**src/rtl/light_phase_scheduler.sv**
```systemverilog
// light_phase_scheduler: one-second timebase, sensor/button conditioning, walk latch
// and main/side lamp phase sequencing for a two-road intersection.
package light_phase_scheduler_pkg;
   typedef enum logic [2:0] {
      PH_MG, PH_MGX, PH_MY, PH_WALK, PH_SG, PH_SGX, PH_SY, PH_BAD
   } phase_t;
endpackage

module light_phase_scheduler
   import light_phase_scheduler_pkg::*;
#(
   parameter int TICK_CYCLES = 100_000_000,
   parameter int DEB_CYCLES  = 1_000_000,
   parameter int T_BASE      = 6,
   parameter int T_EXT       = 3,
   parameter int T_YEL       = 2,
   parameter int T_WALK      = 3
) (
   input  logic       clk,
   input  logic       rst,
   input  logic       Sensor,
   input  logic       walkButton,
   output logic [2:0] main_rgy,
   output logic [2:0] side_rgy,
   output logic       walk_lamp,
   output logic       walk_pending,
   output logic [2:0] phase,
   output logic       tick
);
   localparam int PW = TICK_CYCLES > 1 ? $clog2(TICK_CYCLES) : 1;
   localparam int DW = DEB_CYCLES > 1 ? $clog2(DEB_CYCLES) : 1;

   phase_t        state, state_nxt;
   logic [PW-1:0] presc;
   logic [3:0]    secs, dur;
   logic [DW-1:0] deb_cnt;
   logic [1:0]    s_sync, b_sync;
   logic          deb, deb_d, last, adv;

   always_comb begin
      state_nxt = state;
      dur = (state == PH_MGX || state == PH_SGX) ? 4'(T_EXT) :
            (state == PH_MY || state == PH_SY)   ? 4'(T_YEL) :
            (state == PH_WALK)                   ? 4'(T_WALK) : 4'(T_BASE);
      tick = presc == PW'(TICK_CYCLES - 1);
      last = tick && secs == dur - 4'd1;
      case (state)
         PH_MG:   if (last) state_nxt = s_sync[1] ? PH_MGX : PH_MY;
         PH_MGX:  if (last) state_nxt = PH_MY;
         PH_MY:   if (last) state_nxt = walk_pending ? PH_WALK : PH_SG;
         PH_WALK: if (last) state_nxt = PH_SG;
         PH_SG:   if (last) state_nxt = s_sync[1] ? PH_SGX : PH_SY;
         PH_SGX:  if (last) state_nxt = PH_SY;
         PH_SY:   if (last) state_nxt = PH_MG;
         default: state_nxt = PH_MG;
      endcase
      adv = state_nxt != state;
      main_rgy = (state inside {PH_MG, PH_MGX}) ? 3'b001 : (state == PH_MY) ? 3'b010 : 3'b100;
      side_rgy = (state inside {PH_SG, PH_SGX}) ? 3'b001 : (state == PH_SY) ? 3'b010 : 3'b100;
      walk_lamp = state == PH_WALK;
      phase = state;
   end

   always_ff @(posedge clk or posedge rst) begin
      if (rst) begin
         state        <= PH_MG;
         presc        <= '0;
         secs         <= '0;
         deb_cnt      <= '0;
         s_sync       <= '0;
         b_sync       <= '0;
         deb          <= 1'b0;
         deb_d        <= 1'b0;
         walk_pending <= 1'b0;
      end else begin
         s_sync <= {s_sync[0], Sensor};
         b_sync <= {b_sync[0], walkButton};
         deb_d  <= deb;
         // stability count runs only while the synced button disagrees with the accepted level
         if (b_sync[1] == deb) deb_cnt <= '0;
         else if (deb_cnt == DW'(DEB_CYCLES - 1)) begin
            deb     <= b_sync[1];
            deb_cnt <= '0;
         end else deb_cnt <= deb_cnt + 1'b1;
         state <= state_nxt;
         presc <= (adv || tick) ? '0 : presc + 1'b1;
         secs  <= adv ? '0 : tick ? secs + 4'd1 : secs;
         walk_pending <= (adv && state_nxt == PH_WALK) ? 1'b0 :
                         (deb && !deb_d && state != PH_WALK) ? 1'b1 : walk_pending;
      end
   end
endmodule

```
**config.mk**
```make
export PLATFORM = sky130hd
export DESIGN_NAME = light_phase_scheduler
export DESIGN_NICKNAME = d
export VERILOG_FILES = /design/src/rtl/light_phase_scheduler.sv
export SDC_FILE = /design/constraint.sdc
export NUM_CORES = 1
export LEC_CHECK = 0
export ABC_AREA = 1
export CAP_MARGIN = 20
export CORE_AREA = 2 2 112 114
export DETAILED_ROUTE_END_ITERATION = 8
export DIE_AREA = 0 0 114 116
export PLACE_DENSITY = 0.53
export SLEW_MARGIN = 20
export SYNTH_ARGS = -nofsm -noshare
export SYNTH_HDL_FRONTEND = slang
export SYNTH_SLANG_ARGS = --single-unit
```
**constraint.sdc**
```tcl
create_clock -name clk -period 5.12 [get_ports clk]
set_input_delay 1.024 -clock clk [delete_from_list [all_inputs] [get_ports clk]]
set_output_delay 1.024 -clock clk [all_outputs]
set_load 0.05 [all_outputs]
```
=== Word-level counts from Yosys, hierarchy flattened ===
Index checks and enable logic that the tools add are counted.

* Reductions and logical operators: 14
* Bitwise operators: 1
* Mux-type cells: 25
* $add $sub $neg: 4
* Equal/unequal tests: 13

{| class="wikitable"
|+ Operators by type and width
! operator !! number
|-
| 3-bit 2-to-1 mux || 15
|-
| 20-bit 2-to-1 mux || 2
|-
| 27-bit by 1-bit adder with 27-bit output, second input constant || 1
|-
| 27-bit equality test, second input constant || 1
|-
| 27-bit 2-to-1 mux || 1
|-
| 3-bit case mux with 7 select lines || 1
|-
| 20-bit by 1-bit adder with 20-bit output, second input constant || 1
|-
| 20-bit equality test, second input constant || 1
|-
| 3-bit by 2-bit equality test with 1-bit output, second input constant || 3
|-
| 3-bit equality test, second input constant || 3
|-
| 4-bit 2-to-1 mux || 2
|-
| 2-bit nonzero test || 4
|-
| 4-bit by 1-bit adder with 4-bit output, second input constant || 1
|-
| 4-bit equality test || 1
|-
| 1-bit logical AND || 4
|-
| 2-bit 2-to-1 mux || 2
|-
| 3-bit by 1-bit subtractor with 4-bit output, second input constant || 1
|-
| 3-bit by 1-bit equality test with 1-bit output, second input constant || 1
|-
| 3-bit logical NOT || 1
|-
| 1-bit logical OR || 3
|-
| 3-bit by 2-bit inequality test with 1-bit output, second input constant || 1
|-
| 3-bit inequality test || 1
|-
| 1-bit 2-to-1 mux || 2
|-
| 2-bit AND reduction || 1
|-
| 3 further kinds || 3
|}

* Logic and storage cells: 66
* Register bits: 61
* Output and inout port bits: 12
* Input bits: 4

=== Longest topological paths before layout ===
* Depth after elaboration: 12
* Gate-level depth with buffers: 17
* Mapped depth without buffers: 16

=== Worst setup path before layout ===
OpenSTA, ideal clock, no wires.

* Kind: reg2out
* Start: register state[0] (netlist: phase[0])
* End: output main_rgy[1]
* Path buffers: 1
* Stages on the path, launching flop included: 5
* Arrival time: 1.714 ns
* Data required time: 4.096 ns
* Setup slack: 2.382 ns
* Cells stage by stage: dfrtp_1 buf_4 inv_2 nand2_2 nor2_1

* Longest elaborated chain between the ends: 3
* Elaborated cells on any way between the ends: 6
* Those cells by class: eq/ne (2); mux (2); reduce/logical (2)

{| class="wikitable"
|+ Ends and longest elaborated chain
! what !! line !! RTL
|-
| from (decl) || 33 || <nowiki>phase_t state, state_nxt;</nowiki>
|-
| from (signal assigned) || 85 || <nowiki>state <= state_nxt;</nowiki>
|-
| 3-bit by 2-bit equality test with 1-bit output, or another cell as far along || 58 || <nowiki>main_rgy = (state inside {PH_MG, PH_MGX}) ? 3'b001 : (state == PH_MY) ? 3'b010 : 3'b100;</nowiki>
|-
| 3-bit 2-to-1 mux / 2-bit nonzero test (equally long branches) || 58 ||
|-
| 3-bit 2-to-1 mux (*) || 58 ||
|-
| to (decl) || 23 || <nowiki>output logic [2:0] main_rgy,</nowiki>
|}

Mark *: on every way between the ends. The rest lies on a longest branch, timed or not.

=== Final worst setup path ===
* Start: register presc[0]
* End: output tick

* Longest elaborated chain between the ends: 1

{| class="wikitable"
|+ Ends and longest elaborated chain
! what !! line !! RTL
|-
| from (decl) || 34 || <nowiki>logic [PW-1:0] presc;</nowiki>
|-
| from (signal assigned) || 86 || <nowiki>presc <= (adv || tick) ? '0 : presc + 1'b1;</nowiki>
|-
| 27-bit equality test || 45 || <nowiki>tick = presc == PW'(TICK_CYCLES - 1);</nowiki>
|-
| to (decl) || 28 || <nowiki>output logic tick</nowiki>
|}

Every way passes these cells.

==> results.md <==
- Critical path launch point: presc[0]
- Top cell type's share of synthesized area: 43.0%
- Initial antenna violation count: 0
- Die Y: 116 um
- Yosys top cell by area: dfrtp_1
- Post-Syn Area per Cell: 8.47 sq um
- H-tree depth: 3
- Nets: 446
- Post-synthesis mux area share: 0.317%
- Worst EP arrival: 2.29 ns
- Core area: 0.0119 sq mm
- GRT overflow: 0
- Syn_nets: 426
- Setup TNS: 0 ns
- Antenna Nets Post-Route: 0
- FMAX: 302 MHz
- Crit start category: register
- Yosys cell types: 35
- VDD IR max: 0.179 mV
- RSZ-0062 raised after global routing: false
- Post-CTS setup buffer count: 0
- Ant diodes: 0
- Yosys reg bits: 61
- Seq/Total Area, Yosys: 43.0%
- Clk buf depth: 2
- DP Worst Slack: 2.13 ns
- First-pass GRT wire length: 12.0 mm
- Number of global-route vias before repair: 2624
- Share of cells above drive strength 1: 14.6%
- Drt pass-1 iters: 4
- Tmin final: 3.32 ns
- Worst-Skew Late Latency: 0.33 ns
- Simple-Gate Fraction of Synth Area: 34.7%
- Reg clk slew, reported paths: 0.05 ns
- Area of the multi-input gates: 0.00173 sq mm
- DRC: 0
- Reg area: 0.00153 sq mm
- Status: finished clean
- Post-Syn Instances: 419
- Pwr Density: 279 mW/mm^2
- Number of max-cap violations: 0
- CTS resizes: 0
- Synthesis Warnings: 0
- Largest family of logic cells by synthesized area: simple AND/OR/NAND/NOR gates
- Worst flop-to-flop path startpoint: phase[1]
- Final worst setup slack: 1.80 ns
- Cell area after synthesis: 0.00355 sq mm
- Final WL: 6.84 mm
- Internal power: 919 uW
- Die span in x: 114 um
- Io pins: 16
- Total CTS buffers: 9
- Total Power: 1160 uW
- Most frequent cells after synthesis: nand2_1, dfrtp_1, nor2_1, inv_1, nand3_1
- Sw power: 238 uW
- Total GRT Usage: 11.3%
- Top area cells in the synthesized netlist: dfrtp_1, nand2_1, nor2_4, nor2_1, inv_1
- Critical path class: reg2out
- Synth Area in XOR/XNOR: 7.90%
- Max_slew headroom: 51.6%
- Compound-Gate Fraction of Synth Area: 4.83%
- Clk sinks: 61
- Routed wire per std cell: 11.6 um
- Slew @ Worst Pin: 0.726 ns
- Final setup viols: 0
- Detail-routed via count per cell: 4.59
- CP Capture Type: primary output
- Hold WC Path Type: reg2reg
- Crit share post-route: 64.8%
- Most common cell in the netlist: nand2_1
- Area Growth Syn to Fin: 16.7%
- Synth Area in Adders: 1.06%
- Worst R2R Path Depth: 12
- RR Endpoint: presc[26]
- CP required: 4.10 ns
- R2r setup slk: 2.43 ns
- Comb pwr share: 1.7%
- Root buffer cell: clkbuf_16
- Leak pwr: 0.00189 uW
- Number of synthesized flops with an enable pin: 0
- Worst Setup EP: tick
- Ys flop type: dfrtp_1
- IO Port Bufs: 15
- GPL Wtd Cong: 0.852
- Post-DP HPWL: 5.00 mm
- Clock Skew: 0.00825 ns
- Via count: 2710
- Crit path max fanout: 7
- Reg power frac: 42.2%
- Switching Share: 20.6%
- Final hold vios: 0
- Clock power share: 56.1%
- CTS tree: done
- Asr flop ratio synth: 100%
- Largest net degree at the start of global routing: 40
- 1st-iter DRT viols: 127
- Die area: 0.0132 sq mm
- Final-layout fill cell count: 1226
- Initial core utilization: 29.8%
- # hold bufs at CTS: 0
- Pins Over Slew Limit: 0
- Rows: 40
[logic make-up after synthesis]
family,Yosys count
AND/OR/NAND/NOR,227
buffers and inverters,65
flip-flops,61
XOR/XNOR,32
AO/OA/AOI/OAI,30
adder cells (fa/ha/maj),3
multiplexers,1
[metrics by stage]
step / instance area, sq um / hold WS, ns / instances / utilization, %
final: 4140 / 0.347 / 591 / 34.8
after detailed placement: 3820 / 0.341 / 575 / 32.0
after CTS: 4140 / 0.354 / 591 / 34.8
after global placement: 3820 / 0.344 / 575 / 32.0
after floorplan: 3550 / 0.331 / 419 / -
after global routing: 4140 / 0.365 / 591 / 34.8
[worst min path at each step]
stage              start         to  slack (ns)  cells after the start
2_1_floorplan  b_sync[0]  b_sync[1]        0.33                      0
3_3_place_gp   s_sync[0]  s_sync[1]        0.34                      0
3_5_place_dp   s_sync[0]  s_sync[1]        0.34                      0
4_1_cts        s_sync[0]  s_sync[1]        0.35                      0
5_1_grt        s_sync[0]  s_sync[1]        0.37                      0
6_report       s_sync[0]  s_sync[1]        0.35                      0
[state kept, by name, summed over array words and instances, names as in the netlist]
name	flops
deb	1
s_sync	2
deb_d	1
walk_pending	1
b_sync	2
deb_cnt	20
secs	4
phase	3
presc	27
[cell usage in the layout (no fill, tap or decap), drive strengths merged]
cell           netlist  final
dfrtp               61     61
o2111ai              1      1
a21oi               15     15
xnor2               13     13
nor3b                1      1
buf                  5      1
o211ai               1      1
and3                 2      2
bufinv               0      2
nor4b                1      1
o211a                1      1
nand4               14     14
o21a                 1      1
ha                   3      3
nor2                84     84
clkinv               0      3
nand2               78     78
clkbuf               2      9
o21ai               11     11
xor2                19     19
nor4                 1      1
nand3b               1      1
mux2                 1      1
clkdlybuf4s50        0     15
nand3               28     28
clkinvlp             0      1
nor3                17     17
inv                 58     59
[power by group through the flow]
stage,Combinational [uW],Sequential (uW),Clock (uW)
after global placement,20.9,496,0
final,20.1,488,649
after CTS,21.1,488,668
after global routing,23.7,488,689
after detailed placement,21.1,496,0
after floorplan,13.2,496,0
[worst max-delay path, cell delays in order (launching register included)]
cell and delay (ns):
dfrtp_1 0.36, ha_1 0.20, nand3_2 0.16, nor2_8 0.18
nand2_4 0.08, nor2_8 0.16, clkdlybuf4s50_1 0.83
[metal layers]
layer	up-vias	global-route usage (%)	routed length (um)
met3	5	3.77	201
met2	32	18.2	3240
met1	1293	14.9	3350
met5	-	0	0
li1	1380	-	-
met4	0	2.36	43
[layout make-up]
class	instances	area share, %
Multi-Input combinational cell	293	41.8
Inverter	58	5.26
Clock inverter	7	2.39
Clock buffer	9	5.44
Sequential cell	61	36.9
Tap cell	147	4.44
Timing Repair Buffer	16	3.81
(Power assumes the default switching activity.)
